$ cat config.mk
export PLATFORM = sky130hd
export DESIGN_NAME = trackball_quad_decoder_flat
export DESIGN_NICKNAME = d
export VERILOG_FILES = /design/src/rtl/trackball_pkg.sv /design/src/rtl/trackball_quad_decoder_if.sv /design/src/rtl/quad_axis.sv /design/src/rtl/trackball_quad_decoder.sv /design/src/flat_wrapper.sv
export SDC_FILE = /design/constraint.sdc
export NUM_CORES = 1
export LEC_CHECK = 0
export BUFFER_PORTS_ARGS = -buffer_cell sky130_fd_sc_hd__buf_2
export CAP_MARGIN = 30
export CELL_PAD_IN_SITES_DETAIL_PLACEMENT = 1
export CELL_PAD_IN_SITES_GLOBAL_PLACEMENT = 1
export CORE_MARGIN = 8
export CORE_UTILIZATION = 45
export CTS_BUF_LIST = sky130_fd_sc_hd__clkbuf_4
export DETAILED_ROUTE_END_ITERATION = 10
export MAX_ROUTING_LAYER = met4
export PLACE_DENSITY_LB_ADDON = 0.1
export SYNTH_ARGS = -nofsm -noshare
export SYNTH_HDL_FRONTEND = slang
export SYNTH_SLANG_ARGS = --single-unit
$ cat constraint.sdc
create_clock -name clk_sys -period 1.98 [get_ports clk_sys]
set_input_delay 0.198 -clock clk_sys [delete_from_list [all_inputs] [get_ports clk_sys]]
set_output_delay 0.198 -clock clk_sys [all_outputs]
set_load 0.01 [all_outputs]
$ cat src/rtl/trackball_pkg.sv
// Shared definitions for the trackball quadrature link.
// The mouse-side encoder uses the same bit positions.
package trackball_pkg;

   localparam int unsigned QUAD_W     = 4;
   localparam int unsigned QUAD_X_DIR = 3;
   localparam int unsigned QUAD_X_TOG = 2;
   localparam int unsigned QUAD_Y_DIR = 1;
   localparam int unsigned QUAD_Y_TOG = 0;

   localparam int unsigned DEF_SYNC_STAGES   = 2;
   localparam int unsigned DEF_FILTER_CYCLES = 4;
   localparam int unsigned DEF_CNT_W         = 4;

endpackage

$ cat src/rtl/trackball_quad_decoder_if.sv
// CPU/trackball-side bundle of the quadrature decoder.
// The master drives the quadrature lines and read strobes; the slave is the decoder.
interface trackball_quad_decoder_if
   import trackball_pkg::*;
#(
   parameter int unsigned CNT_W = DEF_CNT_W
) ();

   logic              clr;
   logic [QUAD_W-1:0] quad_i;
   logic              rd_x;
   logic              rd_y;
   logic [CNT_W-1:0]  pos_x_o;
   logic              dir_x_o;
   logic [CNT_W-1:0]  pos_y_o;
   logic              dir_y_o;
   logic              moved_x_o;
   logic              moved_y_o;
   logic              step_x_o;
   logic              step_y_o;

   modport master (
      output clr, quad_i, rd_x, rd_y,
      input  pos_x_o, dir_x_o, pos_y_o, dir_y_o,
             moved_x_o, moved_y_o, step_x_o, step_y_o
   );

   modport slave (
      input  clr, quad_i, rd_x, rd_y,
      output pos_x_o, dir_x_o, pos_y_o, dir_y_o,
             moved_x_o, moved_y_o, step_x_o, step_y_o
   );

endinterface

$ cat src/rtl/quad_axis.sv
// One trackball axis: synchronise and debounce a (dir, tog) pair, count steps,
// and latch the count/direction on a CPU read strobe.
module quad_axis #(
   parameter int unsigned SYNC_STAGES   = 2,
   parameter int unsigned FILTER_CYCLES = 4,
   parameter int unsigned CNT_W         = 4
) (
   input  logic             clk_sys,
   input  logic             reset_n,
   input  logic             clr,
   input  logic             dir_i,
   input  logic             tog_i,
   input  logic             rd,
   output logic [CNT_W-1:0] pos_o,
   output logic             dir_o,
   output logic             moved_o,
   output logic             step_o
);

   localparam int unsigned FC_W = $clog2(FILTER_CYCLES) + 1;
   localparam int unsigned DIR  = 1;
   localparam int unsigned TOG  = 0;

   logic [1:0]                  raw_c;
   logic [1:0][SYNC_STAGES-1:0] sync_q;
   logic [1:0]                  sync_c;
   logic [1:0]                  filt_q, filt_d;
   logic [1:0][FC_W-1:0]        fcnt_q, fcnt_d;

   logic             tog_q, tog_d;
   logic             primed_q, primed_d;
   logic             tog_chg_c, step_c;
   logic [CNT_W-1:0] cnt_q, cnt_d;
   logic [CNT_W-1:0] pos_d;
   logic             dir_d, moved_d, step_d;

   assign raw_c = {dir_i, tog_i};

   // Synchroniser; clr intentionally leaves its contents alone.
   always_ff @(posedge clk_sys or negedge reset_n) begin
      if (!reset_n) begin
         sync_q <= '0;
      end else begin
         for (int b = 0; b < 2; b++) begin
            sync_q[b] <= {sync_q[b][SYNC_STAGES-2:0], raw_c[b]};
         end
      end
   end

   always_comb begin
      for (int b = 0; b < 2; b++) begin
         sync_c[b] = sync_q[b][SYNC_STAGES-1];
      end
   end

   // Debounce: accept a level after FILTER_CYCLES consecutive differing samples.
   always_comb begin
      filt_d = filt_q;
      fcnt_d = '0;
      for (int b = 0; b < 2; b++) begin
         if (sync_c[b] != filt_q[b]) begin
            if (fcnt_q[b] == FC_W'(FILTER_CYCLES - 1)) begin
               filt_d[b] = sync_c[b];
            end else begin
               fcnt_d[b] = fcnt_q[b] + FC_W'(1);
            end
         end
      end
      if (clr) begin
         filt_d = '0;
         fcnt_d = '0;
      end
   end

   // The first filtered toggle change after reset/clr only establishes the baseline.
   assign tog_chg_c = filt_q[TOG] ^ tog_q;
   assign step_c    = tog_chg_c & primed_q;

   always_comb begin
      tog_d    = filt_q[TOG];
      primed_d = primed_q | tog_chg_c;
      cnt_d    = cnt_q;
      pos_d    = pos_o;
      dir_d    = dir_o;
      moved_d  = moved_o;
      step_d   = step_c;
      if (step_c) begin
         cnt_d = filt_q[DIR] ? cnt_q + CNT_W'(1) : cnt_q - CNT_W'(1);
      end
      if (rd) begin
         pos_d   = cnt_q;
         dir_d   = filt_q[DIR];
         moved_d = 1'b0;
      end
      if (step_c) begin
         moved_d = 1'b1;
      end
      if (clr) begin
         tog_d    = 1'b0;
         primed_d = 1'b0;
         cnt_d    = '0;
         pos_d    = '0;
         dir_d    = 1'b0;
         moved_d  = 1'b0;
         step_d   = 1'b0;
      end
   end

   always_ff @(posedge clk_sys or negedge reset_n) begin
      if (!reset_n) begin
         filt_q   <= '0;
         fcnt_q   <= '0;
         tog_q    <= 1'b0;
         primed_q <= 1'b0;
         cnt_q    <= '0;
         pos_o    <= '0;
         dir_o    <= 1'b0;
         moved_o  <= 1'b0;
         step_o   <= 1'b0;
      end else begin
         filt_q   <= filt_d;
         fcnt_q   <= fcnt_d;
         tog_q    <= tog_d;
         primed_q <= primed_d;
         cnt_q    <= cnt_d;
         pos_o    <= pos_d;
         dir_o    <= dir_d;
         moved_o  <= moved_d;
         step_o   <= step_d;
      end
   end

endmodule

$ cat src/rtl/trackball_quad_decoder.sv
// Game-side trackball quadrature receiver: splits the 4-bit stream into
// two independent quad_axis instances.
module trackball_quad_decoder
   import trackball_pkg::*;
#(
   parameter int unsigned SYNC_STAGES   = DEF_SYNC_STAGES,
   parameter int unsigned FILTER_CYCLES = DEF_FILTER_CYCLES,
   parameter int unsigned CNT_W         = DEF_CNT_W
) (
   input logic                     clk_sys,
   input logic                     reset_n,
   trackball_quad_decoder_if.slave bus
);

   quad_axis #(
      .SYNC_STAGES   (SYNC_STAGES),
      .FILTER_CYCLES (FILTER_CYCLES),
      .CNT_W         (CNT_W)
   ) u_axis_x (
      .clk_sys (clk_sys),
      .reset_n (reset_n),
      .clr     (bus.clr),
      .dir_i   (bus.quad_i[QUAD_X_DIR]),
      .tog_i   (bus.quad_i[QUAD_X_TOG]),
      .rd      (bus.rd_x),
      .pos_o   (bus.pos_x_o),
      .dir_o   (bus.dir_x_o),
      .moved_o (bus.moved_x_o),
      .step_o  (bus.step_x_o)
   );

   quad_axis #(
      .SYNC_STAGES   (SYNC_STAGES),
      .FILTER_CYCLES (FILTER_CYCLES),
      .CNT_W         (CNT_W)
   ) u_axis_y (
      .clk_sys (clk_sys),
      .reset_n (reset_n),
      .clr     (bus.clr),
      .dir_i   (bus.quad_i[QUAD_Y_DIR]),
      .tog_i   (bus.quad_i[QUAD_Y_TOG]),
      .rd      (bus.rd_y),
      .pos_o   (bus.pos_y_o),
      .dir_o   (bus.dir_y_o),
      .moved_o (bus.moved_y_o),
      .step_o  (bus.step_y_o)
   );

endmodule
$ cat src/flat_wrapper.sv
// flat-port wrapper written by rule: the top's interface ports become plain ports
module trackball_quad_decoder_flat import trackball_pkg::*;
#(
   parameter int unsigned SYNC_STAGES   = DEF_SYNC_STAGES,
   parameter int unsigned FILTER_CYCLES = DEF_FILTER_CYCLES,
   parameter int unsigned CNT_W         = DEF_CNT_W
)
  (clk_sys, reset_n, bus_clr, bus_quad_i, bus_rd_x, bus_rd_y, bus_pos_x_o, bus_dir_x_o, bus_pos_y_o, bus_dir_y_o, bus_moved_x_o, bus_moved_y_o, bus_step_x_o, bus_step_y_o);
  trackball_quad_decoder_if #(.CNT_W(CNT_W)) bus_i ();
  input logic clk_sys;
  input logic reset_n;
  input wire logic [$bits(bus_i.clr)-1:0] bus_clr;
  input wire logic [$bits(bus_i.quad_i)-1:0] bus_quad_i;
  input wire logic [$bits(bus_i.rd_x)-1:0] bus_rd_x;
  input wire logic [$bits(bus_i.rd_y)-1:0] bus_rd_y;
  output wire logic [$bits(bus_i.pos_x_o)-1:0] bus_pos_x_o;
  output wire logic [$bits(bus_i.dir_x_o)-1:0] bus_dir_x_o;
  output wire logic [$bits(bus_i.pos_y_o)-1:0] bus_pos_y_o;
  output wire logic [$bits(bus_i.dir_y_o)-1:0] bus_dir_y_o;
  output wire logic [$bits(bus_i.moved_x_o)-1:0] bus_moved_x_o;
  output wire logic [$bits(bus_i.moved_y_o)-1:0] bus_moved_y_o;
  output wire logic [$bits(bus_i.step_x_o)-1:0] bus_step_x_o;
  output wire logic [$bits(bus_i.step_y_o)-1:0] bus_step_y_o;
  assign bus_i.clr = bus_clr;
  assign bus_i.quad_i = bus_quad_i;
  assign bus_i.rd_x = bus_rd_x;
  assign bus_i.rd_y = bus_rd_y;
  assign bus_pos_x_o = bus_i.pos_x_o;
  assign bus_dir_x_o = bus_i.dir_x_o;
  assign bus_pos_y_o = bus_i.pos_y_o;
  assign bus_dir_y_o = bus_i.dir_y_o;
  assign bus_moved_x_o = bus_i.moved_x_o;
  assign bus_moved_y_o = bus_i.moved_y_o;
  assign bus_step_x_o = bus_i.step_x_o;
  assign bus_step_y_o = bus_i.step_y_o;
  trackball_quad_decoder #(.SYNC_STAGES(SYNC_STAGES), .FILTER_CYCLES(FILTER_CYCLES), .CNT_W(CNT_W)) u_core (.clk_sys(clk_sys), .reset_n(reset_n), .bus(bus_i));
endmodule
==> metrics.yaml, run 1 <==
cts_tree: "yes"
rows: 25
clkPwrFrac: 0.285
routed_via_density: 5.188
vias: 1349
fin_skew_ns: 0.004433
drtIter0Drc: 38
fin_crit_sh: 0.9493
die_h_um: 84.37
critical_path_class: "flop to flop"
dp_hpwl_mm: 2.851
dieWidth_um: 84.37
dr.pass1.iters: 4
core_area_um2: 4629
ys_ff_latch: 50
async_flop_share: 1.000
syn_nets: 194
critPathSlowestCell: "dfrtp_1"
synth_enable_flop_cells: 0
post_cts_buffers: 0
start_util: 0.4543
crit_buf_inv: 1
wl_met1_mm: 1.668
placed_cells: 248
drive_gt1_frac: 0.1990
finalCoreUtilization: 0.5178
ys_types: 25
start_kind: "flop"
hp-class: "primary input to flop"
ys_warn_count: 0
nNetsFinal: 225
routabilityCongestion: 0.7863
seq_area_frac_synth: 0.5949
synth_flop_cell: "dfrtp_1"
combPwrFrac: 0.057
cts_max_level: 2
cts_max_path_buffers: 2
grt_max_degree: 32
crit_arrival_ns: 2.13
power.density_nw_per_um2: 664.4
drc: 0
cp_cell_sequence: "inv_1 -> ha_1 -> a21oi_1 -> and3_1 -> o21ba_2 -> mux2_2"
drv_cap: 0
cts_buffers: 5
num_antenna_cells: 0
synthTopCellsByCount: "dfrtp_1 (50), nor2_1 (34), mux2i_1 (16)"
ant_nets: 0
cts.sinks: 50
yosysTopAreaCell: "dfrtp_1"
swShare: 0.2231
hold_viol: 0
antenna_found_initial: 0
slew_viol_final: 0
grt_pass1_wl_mm: 6.831
finalCriticalPeriod_ns: 1.880
root_buffer: "clkbuf_4"
portBuffers: 22
required_ns: 2.23
die_area_um2: 7117
synthTopCellsByArea: "dfrtp_1 (59%), mux2i_1 (7.6%), nor2_1 (6.1%), ha_1 (4.8%), xnor2_1 (3.3%)"
whs_ns: 0.2103
slew_headroom: 0.5455
tightest_slew_ns: 0.6817
path_clk_slew_ns: 0.13
internal-power_mw: 1.237
cp_max_fo: 5
synthesis.area_um2: 2103
max_freq_mhz: 532.0
netlist.area_leader.share: 0.5949
seqPwrFrac: 0.658
setup-violations-final: 0
rsz0062_at_grt: "no"
avgRoutedWirePerCell_um: 14.92
cp_slowest_stage_delay_ns: 0.48
nFillCells: 506
finalSetupTns_ns: 0
grt-ovfl-total: 0
met2_wirelength_mm: 2.006
clock_latency_ns: 0.34
routed.top_layer: "met4"
grt_pass1_vias: 1487
routed-wl-met3_um: 160
areaGrowthSynthToFinish_pct: 13.98
stdcell_count: 260
postSynthAreaPerCell_um2: 12.02
power_switching_uw: 355.4
synth_most_common_cell: "dfrtp_1"
synthCells: 175
p_leak_nw: 1.240
outcome: "finished, final reports clean"
ir_drop_mv: 0.4336
critPathCaptureType: "flop"
cp_top_family: "flip-flops"
routed_wl_mm: 3.879
floorplan.io_pins: 23
grt_use_total: 0.1227
-- worst paths after layout --
path | from | end | slack (ns) | depth (start not counted)
max | u_core.u_axis_y.filt_q[1]$_DFFE_PN0P_ | u_core.u_axis_y.cnt_q[3]$_DFFE_PN0P_ | 0.10 | 6
min | bus_clr | u_core.u_axis_y.pos_o[2]$_DFFE_PN0P_ | 0.21 | 2
max reg2reg | u_core.u_axis_y.filt_q[1]$_DFFE_PN0P_ | u_core.u_axis_y.cnt_q[3]$_DFFE_PN0P_ | 0.10 | 6
min reg2reg | u_core.u_axis_x.sync_q[2]$_DFF_PN0_ | u_core.u_axis_x.sync_c[1]$_DFF_PN0_ | 0.36 | 0
max in group asynchronous | reset_n | u_core.u_axis_x.filt_q[1]$_DFFE_PN0P_ | 0.95 | 3
min in group asynchronous | reset_n | u_core.u_axis_y.pos_o[3]$_DFFE_PN0P_ | 0.41 | 2
-- power groups by stage --
stage | clock network, mW | logic, mW | registers (mW)
final | 0.454 | 0.0909 | 1.05
after global routing | 0.513 | 0.104 | 1.05
after CTS | 0.474 | 0.0945 | 1.05
after detailed placement | 0 | 0.0866 | 1.07
after global placement | 0 | 0.0806 | 1.07
after floorplan | 0 | 0.0410 | 1.07
-- cell usage in the layout (no fill, tap or decap), types with 2 or more instances in the layout --
master,instances
a21oi_1,8
and3_1,6
buf_2,22
buf_4,2
clkbuf_4,7
dfrtp_1,49
dlygate4sd3_1,5
fa_1,2
ha_1,8
inv_1,6
mux2i_1,16
nand2_1,5
nand2_2,2
nand2b_1,6
nand3_1,2
nor2_1,34
nor2b_1,4
nor4b_1,4
xnor2_1,8
-- through the flow --
stage / worst slack [ns] / instance area [um2] / power [mW]
floorplan: 0.2610 / 2103 / 1.107
global placement: 0.2143 / 2293 / 1.147
detailed placement: 0.1138 / 2293 / 1.155
CTS: 0.05608 / 2396 / 1.617
global route: 0.0005980 / 2397 / 1.667
finish: 0.1004 / 2397 / 1.593
-- sequential cells by signal, indices dropped and copies added, names as in the netlist, 4 cells and up --
name and count:
u_core.u_axis_y.cnt_q 4, u_core.u_axis_x.fcnt_q 6, u_core.u_axis_x.pos_o 4, u_core.u_axis_x.cnt_q 4
u_core.u_axis_y.pos_o 4, u_core.u_axis_y.fcnt_q 6
-- kinds of logic (layout without fill, tap and decap cells) --
group,after synthesis,count (layout),synth area share
simple gates,64,64,0.1475
mux,18,18,0.08863
fa+ha+maj,10,10,0.06663
buf+inv,12,43,0.02141
xor+xnor,10,10,0.04522
compound gates,11,11,0.03570
flops,50,50,0.5949
-- metal layers --
| layer | global-route usage | vias to the layer above |
|---|---|---|
| met1 | 0.1388 | 691 |
| met3 | 0.03512 | 4 |
| met5 | - | - |
| li1 | - | 633 |
| met2 | 0.2006 | 21 |
| met4 | 0.04854 | 0 |
-- repair_timing --
action                                  CTS  global route
endpoints found under the setup margin    0             1
hold endpoints to repair                 33             0
resized for setup                         0             1
hold buffers                              5             0
-- area by class of cell --
cell class	count	area (um2)	area share
sequential	50	1252	0.5224
timing repair buffer	30	195.2	0.08142
inverter	6	22.52	0.009395
tap	54	67.56	0.02818
clock buffer	7	52.55	0.02192
multi-input combinational	113	807.0	0.3366
Power figures use the tool's default switching activity.
==> run 2, diff against run 1 <==
==> constraint.sdc (replaced) <==
create_clock -name clk_sys -period 2.25 [get_ports clk_sys]
set_input_delay 0.225 -clock clk_sys [delete_from_list [all_inputs] [get_ports clk_sys]]
set_output_delay 0.225 -clock clk_sys [all_outputs]
set_load 0.01 [all_outputs]
==> run 2 against run 1 <==
Worst setup slack improved by 0.25 ns; critical endpoint unchanged; die area unchanged; hold slack got worse by 0.034 ns; sequential cell count unchanged; clock power increased by 15%; cell count increased by 0.38%; non-clock buffer count unchanged; core utilization increased by 0.89 points; total power decreased by 4.1%; clock-buffer cell count unchanged; largest power group unchanged; register-to-register slack improved by 0.25 ns.
==> metrics.yaml, run 2 (synthesis results as in run 1) <==
cts_buffers: 5
ir_drop_mv: 0.3093
grt_pass1_vias: 1464
grt_max_degree: 44
routed_via_density: 5.092
cts_tree: "yes"
setup-violations-final: 0
crit_arrival_ns: 2.16
rsz0062_at_grt: "no"
grt_use_total: 0.1240
path_clk_slew_ns: 0.14
grt-ovfl-total: 0
max_freq_mhz: 527.5
drc: 0
cts_max_level: 2
routed_wl_mm: 3.950
num_antenna_cells: 0
finalSetupTns_ns: 0
floorplan.io_pins: 23
ant_nets: 0
critPathCaptureType: "flop"
largest_registers: "u_core.u_axis_x.fcnt_q (6), u_core.u_axis_y.fcnt_q (6)"
dieWidth_um: 84.37
placed_area_um2: 2286
slew_viol_final: 0
final_area_um2: 2439
pre_cts_slack_ns: 0.3601
root_buffer: "clkbuf_4"
drive_gt1_frac: 0.1981
p_leak_nw: 1.260
hp-class: "primary input to asynchronous set/reset pin"
cp_max_fo: 5
post_cts_resized: 0
fin_skew_ns: 0.009563
layout_setup_ws_ns: 0.3542
routabilityCongestion: 0.7825
tightest_slew_ns: 0.4104
antenna_found_initial: 0
dr.pass1.iters: 4
power.density_nw_per_um2: 626.2
areaGrowthSynthToFinish_pct: 15.94
rows: 25
finalCriticalPeriod_ns: 1.896
slew_headroom: 0.7264
cts.sinks: 50
dp_hpwl_mm: 2.902
seqCellArea_um2: 1251
nFillCells: 496
fin_crit_sh: 0.8426
portBuffers: 22
avgRoutedWirePerCell_um: 15.13
clock_latency_ns: 0.36
die_area_um2: 7117
core_area_um2: 4629
multi_input_area_um2: 807.0
nNetsFinal: 225
start_util: 0.4543
outcome: "finished, final reports clean"
critical_path_class: "flop to flop"
grt_pass1_wl_mm: 6.768
drv_cap: 0
drtIter0Drc: 71
die_h_um: 84.37
vias: 1329
required_ns: 2.51
final_cell_mix: "dfrtp_1 (50), nor2_1 (34), buf_2 (22), mux2i_1 (16)"
hold_viol: 0
final_common_cell: "dfrtp_1"
cts_max_path_buffers: 2
start_kind: "flop"
[run 2: cell type report]
class | instances | share of cell area
sequential | 50 | 0.5131
inverter | 6 | 0.009236
clock buffer | 7 | 0.02155
multi-input combinational | 113 | 0.3309
timing repair buffer | 30 | 0.08517
clock inverter | 1 | 0.01231
tap | 54 | 0.02771
[run 2: per-stage QoR]
stage | utilization | hold WS (ns) | std cells | power [mW]
after global placement | 0.4938 | 0.3326 | 247 | 1.008
final | 0.5268 | 0.1767 | 261 | 1.527
after detailed placement | 0.4938 | 0.3345 | 247 | 1.015
after floorplan | - | -0.07059 | 175 | 0.9742
after CTS | 0.5203 | 0.01484 | 259 | 1.555
after global routing | 0.5268 | 0.1668 | 261 | 1.602
[run 2: worst max-delay path, stage by stage (launching register included)]
cell	delay, ns
dfrtp_1	0.47
inv_1	0.12
ha_1	0.36
a21oi_1	0.21
and3_1	0.19
o21ba_2	0.13
mux2_2	0.33
[run 2: layer usage]
metal | up-vias | routed length [um] | GRT usage
met2 | 22 | 1981 | 0.2034
met4 | 0 | 62 | 0.04854
met1 | 665 | 1709 | 0.1323
met3 | 6 | 196 | 0.04780
met5 | - | 0 | -
li1 | 636 | - | -
[run 2: timing repair]
| item | in CTS | in global routing |
|---|---|---|
| hold buffers | 4 | 1 |
| hold endpoints to repair | 4 | 42 |
| setup buffers | 0 | 0 |
[run 2: power breakdown]
group | leakage, nW | internal, mW | switching, mW | total, mW
clock | 0.0463 | 0.260 | 0.262 | 0.522
sequential | 0.676 | 0.914 | 0.00849 | 0.923
combinational | 0.538 | 0.0340 | 0.0488 | 0.0827
total | 1.26 | 1.21 | 0.319 | 1.53
[run 2: final timing paths]
check	slack [ns]	from	endpoint	depth (start not counted)
worst max-delay path	0.35	u_core.u_axis_y.filt_q[1]$_DFFE_PN0P_	u_core.u_axis_y.cnt_q[3]$_DFFE_PN0P_	6
max in group asynchronous	1.49	reset_n	u_core.u_axis_y.fcnt_q[1]$_DFF_PN0_	4
min in group clk_sys	0.25	bus_rd_y	u_core.u_axis_y.pos_o[3]$_DFFE_PN0P_	3
worst min-delay path	0.18	reset_n	u_core.u_axis_x.pos_o[2]$_DFFE_PN0P_	2
worst max register to register	0.35	u_core.u_axis_y.filt_q[1]$_DFFE_PN0P_	u_core.u_axis_y.cnt_q[3]$_DFFE_PN0P_	6
worst min register to register	0.36	u_core.u_axis_y.sync_q[0]$_DFF_PN0_	u_core.u_axis_y.sync_c[0]$_DFF_PN0_	0
